<file path="src/rtl/cnn_stream_loader.sv">
// Byte-stream front-end for cnn_top.
// It splits a header-prefixed byte stream across the conv data, conv weight
// and dense weight BRAM write ports. When the header asks for a run, it pulses
// start, waits for done (bounded by TIMEOUT), and returns the class or an
// error flag on a valid/ready result port.
module cnn_stream_loader #(
    parameter int DATA_W       = 8,
    parameter int CONV_ADDR_W  = 4,
    parameter int DENSE_ADDR_W = 5,
    parameter int N_INPUT      = 8,
    parameter int N_TAPS       = 3,
    parameter int N_FEAT       = 6,
    parameter int N_CLASS      = 3,
    parameter int TIMEOUT      = 1024
) (
    input  logic                    clk,
    input  logic                    rst,
    // byte stream in
    input  logic                    s_valid,
    output logic                    s_ready,
    input  logic [DATA_W-1:0]       s_data,
    // conv input BRAM write port
    output logic                    data_bram_wen,
    output logic [CONV_ADDR_W-1:0]  data_bram_addr,
    output logic [DATA_W-1:0]       data_bram_din,
    // conv kernel BRAM write port
    output logic                    weight_bram_wen,
    output logic [CONV_ADDR_W-1:0]  weight_bram_addr,
    output logic [DATA_W-1:0]       weight_bram_din,
    // dense weight BRAM write port
    output logic                    dense_w_bram_wen,
    output logic [DENSE_ADDR_W-1:0] dense_w_bram_addr,
    output logic [DATA_W-1:0]       dense_w_bram_din,
    // cnn_top control
    output logic                    start,
    input  logic                    done,
    input  logic [1:0]              class_in,
    // result port
    output logic                    res_valid,
    input  logic                    res_ready,
    output logic [1:0]              res_class,
    output logic                    res_err,
    output logic                    busy
);

    typedef enum logic [2:0] {
        IDLE, LD_DATA, LD_CW, LD_DW, START, WAIT_DONE, CAPTURE, RESULT
    } state_t;

    // The load counter is shared by all load states, so it takes the widest address.
    localparam int CNT_W = (DENSE_ADDR_W > CONV_ADDR_W) ? DENSE_ADDR_W : CONV_ADDR_W;
    localparam int TMO_W = $clog2(TIMEOUT);

    localparam logic [CNT_W-1:0] DATA_LAST = CNT_W'(N_INPUT - 1);
    localparam logic [CNT_W-1:0] CW_LAST   = CNT_W'(N_TAPS - 1);
    localparam logic [CNT_W-1:0] DW_LAST   = CNT_W'(N_CLASS * N_FEAT - 1);
    localparam logic [TMO_W-1:0] TMO_LAST  = TMO_W'(TIMEOUT - 1);

    state_t                  state_q;
    logic [3:0]              hdr_q;      // {run, load_dw, load_cw, load_data}
    logic [CNT_W-1:0]        ld_cnt_q;
    logic [TMO_W-1:0]        wait_cnt_q;
    logic                    s_ready_q;
    logic                    data_wen_q, cw_wen_q, dw_wen_q;
    logic [CONV_ADDR_W-1:0]  data_addr_q, cw_addr_q;
    logic [DENSE_ADDR_W-1:0] dw_addr_q;
    logic [DATA_W-1:0]       data_din_q, cw_din_q, dw_din_q;
    logic                    start_q;
    logic                    res_valid_q;
    logic [1:0]              res_class_q;
    logic                    res_err_q;
    logic                    xfer;

    assign xfer = s_valid & s_ready_q;

    // Picks the next enabled load stage after 'cur'. If no load stage remains,
    // it picks START when run is set and IDLE otherwise.
    function automatic state_t next_stage(input state_t cur, input logic [3:0] f);
        state_t nxt;
        if ((cur == IDLE) && f[0])
            nxt = LD_DATA;
        else if (((cur == IDLE) || (cur == LD_DATA)) && f[1])
            nxt = LD_CW;
        else if (((cur == IDLE) || (cur == LD_DATA) || (cur == LD_CW)) && f[2])
            nxt = LD_DW;
        else if (f[3])
            nxt = START;
        else
            nxt = IDLE;
        return nxt;
    endfunction

    // States in which the loader will take a stream byte.
    function automatic logic accepts(input state_t s);
        return (s == IDLE) || (s == LD_DATA) || (s == LD_CW) || (s == LD_DW);
    endfunction

    // Control FSM, load and timeout counters, and every registered output.
    always_ff @(posedge clk) begin
        if (rst) begin
            state_q     <= IDLE;
            hdr_q       <= '0;
            ld_cnt_q    <= '0;
            wait_cnt_q  <= '0;
            s_ready_q   <= 1'b0;
            data_wen_q  <= 1'b0;
            cw_wen_q    <= 1'b0;
            dw_wen_q    <= 1'b0;
            data_addr_q <= '0;
            cw_addr_q   <= '0;
            dw_addr_q   <= '0;
            data_din_q  <= '0;
            cw_din_q    <= '0;
            dw_din_q    <= '0;
            start_q     <= 1'b0;
            res_valid_q <= 1'b0;
            res_class_q <= '0;
            res_err_q   <= 1'b0;
        end else begin
            data_wen_q <= 1'b0;
            cw_wen_q   <= 1'b0;
            dw_wen_q   <= 1'b0;
            start_q    <= 1'b0;
            case (state_q)
                IDLE: begin
                    s_ready_q <= 1'b1;
                    if (xfer) begin
                        hdr_q     <= s_data[3:0];
                        state_q   <= next_stage(IDLE, s_data[3:0]);
                        s_ready_q <= accepts(next_stage(IDLE, s_data[3:0]));
                    end
                end
                LD_DATA: if (xfer) begin
                    data_wen_q  <= 1'b1;
                    data_addr_q <= ld_cnt_q[CONV_ADDR_W-1:0];
                    data_din_q  <= s_data;
                    if (ld_cnt_q == DATA_LAST) begin
                        ld_cnt_q  <= '0;
                        state_q   <= next_stage(LD_DATA, hdr_q);
                        s_ready_q <= accepts(next_stage(LD_DATA, hdr_q));
                    end else begin
                        ld_cnt_q <= ld_cnt_q + CNT_W'(1);
                    end
                end
                LD_CW: if (xfer) begin
                    cw_wen_q  <= 1'b1;
                    cw_addr_q <= ld_cnt_q[CONV_ADDR_W-1:0];
                    cw_din_q  <= s_data;
                    if (ld_cnt_q == CW_LAST) begin
                        ld_cnt_q  <= '0;
                        state_q   <= next_stage(LD_CW, hdr_q);
                        s_ready_q <= accepts(next_stage(LD_CW, hdr_q));
                    end else begin
                        ld_cnt_q <= ld_cnt_q + CNT_W'(1);
                    end
                end
                LD_DW: if (xfer) begin
                    // The counter runs class-major, so it is already c*N_FEAT + f.
                    dw_wen_q  <= 1'b1;
                    dw_addr_q <= ld_cnt_q[DENSE_ADDR_W-1:0];
                    dw_din_q  <= s_data;
                    if (ld_cnt_q == DW_LAST) begin
                        ld_cnt_q  <= '0;
                        state_q   <= next_stage(LD_DW, hdr_q);
                        s_ready_q <= accepts(next_stage(LD_DW, hdr_q));
                    end else begin
                        ld_cnt_q <= ld_cnt_q + CNT_W'(1);
                    end
                end
                START: begin
                    // The final write is already on the BRAM port, so start
                    // reaches cnn_top strictly after it.
                    start_q    <= 1'b1;
                    wait_cnt_q <= '0;
                    state_q    <= WAIT_DONE;
                end
                WAIT_DONE: begin
                    if (done) begin
                        wait_cnt_q <= '0;
                        state_q    <= CAPTURE;
                    end else if (wait_cnt_q == TMO_LAST) begin
                        wait_cnt_q  <= '0;
                        res_err_q   <= 1'b1;
                        res_class_q <= '0;
                        res_valid_q <= 1'b1;
                        state_q     <= RESULT;
                    end else begin
                        wait_cnt_q <= wait_cnt_q + TMO_W'(1);
                    end
                end
                CAPTURE: begin
                    // class_in is sampled one cycle after done so that it has settled.
                    res_class_q <= class_in;
                    res_err_q   <= 1'b0;
                    res_valid_q <= 1'b1;
                    state_q     <= RESULT;
                end
                RESULT: if (res_ready) begin
                    res_valid_q <= 1'b0;
                    s_ready_q   <= 1'b1;
                    state_q     <= IDLE;
                end
                default: begin
                    s_ready_q <= 1'b1;
                    state_q   <= IDLE;
                end
            endcase
        end
    end

    assign s_ready           = s_ready_q;
    assign data_bram_wen     = data_wen_q;
    assign data_bram_addr    = data_addr_q;
    assign data_bram_din     = data_din_q;
    assign weight_bram_wen   = cw_wen_q;
    assign weight_bram_addr  = cw_addr_q;
    assign weight_bram_din   = cw_din_q;
    assign dense_w_bram_wen  = dw_wen_q;
    assign dense_w_bram_addr = dw_addr_q;
    assign dense_w_bram_din  = dw_din_q;
    assign start             = start_q;
    assign res_valid         = res_valid_q;
    assign res_class         = res_class_q;
    assign res_err           = res_err_q;
    assign busy              = (state_q != IDLE);

endmodule

</file>
<file path="config.mk">
export PLATFORM = sky130hd
export DESIGN_NAME = cnn_stream_loader
export DESIGN_NICKNAME = d
export VERILOG_FILES = /design/src/rtl/cnn_stream_loader.sv
export SDC_FILE = /design/constraint.sdc
export NUM_CORES = 1
export LEC_CHECK = 0
export CAP_MARGIN = 10
export CORE_UTILIZATION = 38
export CTS_CLUSTER_SIZE = 20
export DETAILED_ROUTE_END_ITERATION = 10
export SETUP_SLACK_MARGIN = 0.05
export SLEW_MARGIN = 20
export SYNTH_ARGS = -nofsm -noshare
export SYNTH_HDL_FRONTEND = slang
export SYNTH_SLANG_ARGS = --single-unit
</file>
<file path="constraint.sdc">
create_clock -name clk -period 3.5 [get_ports clk]
set_clock_uncertainty 0.1 [all_clocks]
set_input_delay 0.875 -clock clk [delete_from_list [all_inputs] [get_ports clk]]
set_output_delay 0.875 -clock clk [all_outputs]
set_load 0.1 [all_outputs]
</file>
==> metrics.yaml <==
run_status: "completed"
area_growth_pct: 27.3
drt_iter0_markers: 100
synthAdderAreaFrac_pct: 1.73
io_pins: 62
vias: 2489
worst_slew_pin_slew_ps: 708
drtAntennaViolNets: 0
required_ps: 2520
grt_overflow: 0
power_mw: 2.25
wl_um: 6830
die_h_um: 89.2
critical_path_arrival_ps: 1780
port_buffers: 61
synthXorXnorAreaFrac_pct: 2.12
pwr_density_cell_nw_per_um2: 613
layout_common_cells: "67 x dfxtp_1, 51 x buf_4, 49 x nor2_1"
rr_startpoint: "state_q[2]"
cts_root_buffer: "clkbuf_8"
ys_seq_area_share_pct: 46.4
synthFlopType: "dfxtp_1"
wl_met2_um: 3020
fin_nets: 407
drive_above_1_share_pct: 18.8
synth_compound_area_share_pct: 12.3
hpwl_um: 4630
fin_crit_ps: 2750
slew_violations: 0
cts_tree: "built"
crit_family: "flip-flops"
synth_seq_cells: 67
hold_viol: 0
max_freq_mhz: 363
met3_wirelength_um: 570
top_layer_used: "met4"
cts.clk_slew.worst_paths_ps: 70
startpoint: "state_q[2]"
start_util_pct: 39.6
globalRouteTotalUtil_pct: 18.4
syn_inst: 330
min-delay-start: "dense_w_bram_addr[0]"
final_cell_area_sq_um: 3670
die_x_um: 89.2
rows: 31
grt_start_max_net_pins: 38
globalplace.congestion: 0.836
syn_area_sq_um: 2890
grt_pass1_vias: 2344
diodes: 0
crit_buf_inv: 2
syn_area_per_cell_sq_um: 8.75
numCtsBuffers: 9
wl_per_cell_um: 13.9
whs_ps: 361
postCtsHoldBufs: 0
cts.sink_count: 67
fin_setup_tns_ps: 0
critical_path.max_fanout: 24
cts_resized: 0
syn-num-nets: 349
worstHoldPathType: "reg -> reg"
fillers: 752
dp_cells: 476
vias_per_cell: 5.06
wl_met1_um: 3140
crit_slowest_cell: "dfxtp_1"
fin_crit_sh_pct: 78.6
synth_top_family_by_area: "simple AND/OR/NAND/NOR gates"
place_area_sq_um: 3450
endpoint_kind: "output port"
coreArea_sq_um: 7290
slew_headroom_pct: 52.8
synth_mux_area_share_pct: 11.5
ir_worst_vdd_mv: 0.254
yosysWarnings: 0
path_cells: "nor3_1 -> inv_1 -> buf_4"
cts-htree-levels: 3
synthSimpleGateAreaFrac_pct: 21.8
setup_violations: 0
cts_buffer_depth: 2
dieArea_sq_um: 7950
rsz0062_at_grt: "no"
clock_latency_ps: 340
startpoint_type: "register"
antenna_found_initial: 0
postCtsSetupRepairBufs: 0
stdcell_count: 492
leakage_nw: 1.42
drtPass1Iterations: 5
async_flop_share_pct: 0
synth_cell_types: 41
grt_pass1_wl_um: 11000
path_class: "reg -> out"
critPathMaxStageDelay_ps: 780
maxCapViolations: 0
drc: 0
final_common_cell: "dfxtp_1"
synth_edf_count: 0
==> logic make-up after synthesis <==
group / Yosys count
buffers and inverters: 26
muxes: 33
AOI/OAI and AO/OA: 54
DFF: 67
xor gates and xnor gates: 7
adders and majority gates: 4
and+or+nand+nor: 139
==> metrics by stage <==
stage	setup slack, ps	util [%]
after floorplan	1000	-
after global placement	716	47.3
after detailed placement	680	47.3
after CTS	743	50.4
after global routing	606	50.4
final	748	50.4
==> Yosys cell counts, drive strengths merged (4+ instances only) <==
library cell	number	area [sq um]
nand2b	11	68.8
xor2	5	43.8
a21oi	22	110
nor3	10	50.1
nor2	49	184
ha	4	50.1
buf	8	51.3
clkbuf	10	37.5
o21ai	8	40.0
mux2i	32	320
nand2	45	169
dfxtp	67	1340
o32ai	4	35.0
inv	8	30.0
nand3	7	35.0
==> final timing paths <==
check	endpoint	slack (ps)	cells past startpoint
worst min register to register	dense_w_bram_addr[0]	360	2
worst max register to register	state_q[1]	1140	5
worst max-delay path	busy	750	3
worst min-delay path	dense_w_bram_addr[0]	360	2
==> flip-flops by register name (all words and copies together) (netlist names), 2 cells and up <==
register	cells
dense_w_bram_addr	5
weight_bram_addr	4
res_class	2
data_bram_din	8
hdr_q	3
ld_cnt_q	5
wait_cnt_q	10
dense_w_bram_din	8
weight_bram_din	8
data_bram_addr	4
state_q	3
==> layer usage <==
metal	vias to the layer above	track usage, %
met5	-	0
met4	0	8.80
met3	7	7.39
met2	76	29.5
met1	1150	21.5
li1	1256	-
==> final cells by class <==
class	count	area, sq um	share of cell area (%)
well taps	99	124	3.37
inverters	8	30.0	0.817
multi-input cells	237	1440	39.1
repair buffers	65	518	14.1
clock buffers	9	124	3.37
flip-flops and latches	67	1340	36.5
clock inverters	7	100	2.72
==> tightest hold or removal path, cell delays in order, from the launching register on <==
cell	delay, ps
dfxtp_1	310
nand2_1	50
a21oi_1	50
==> power breakdown <==
| group | internal (mW) | total (mW) | switching, mW |
|---|---|---|---|
| Clock | 0.406 | 0.715 | 0.310 |
| Sequential | 0.806 | 0.885 | 0.0792 |
| Combinational | 0.197 | 0.652 | 0.455 |
| Total | 1.41 | 2.25 | 0.844 |
Power figures use the tool's default switching activity.
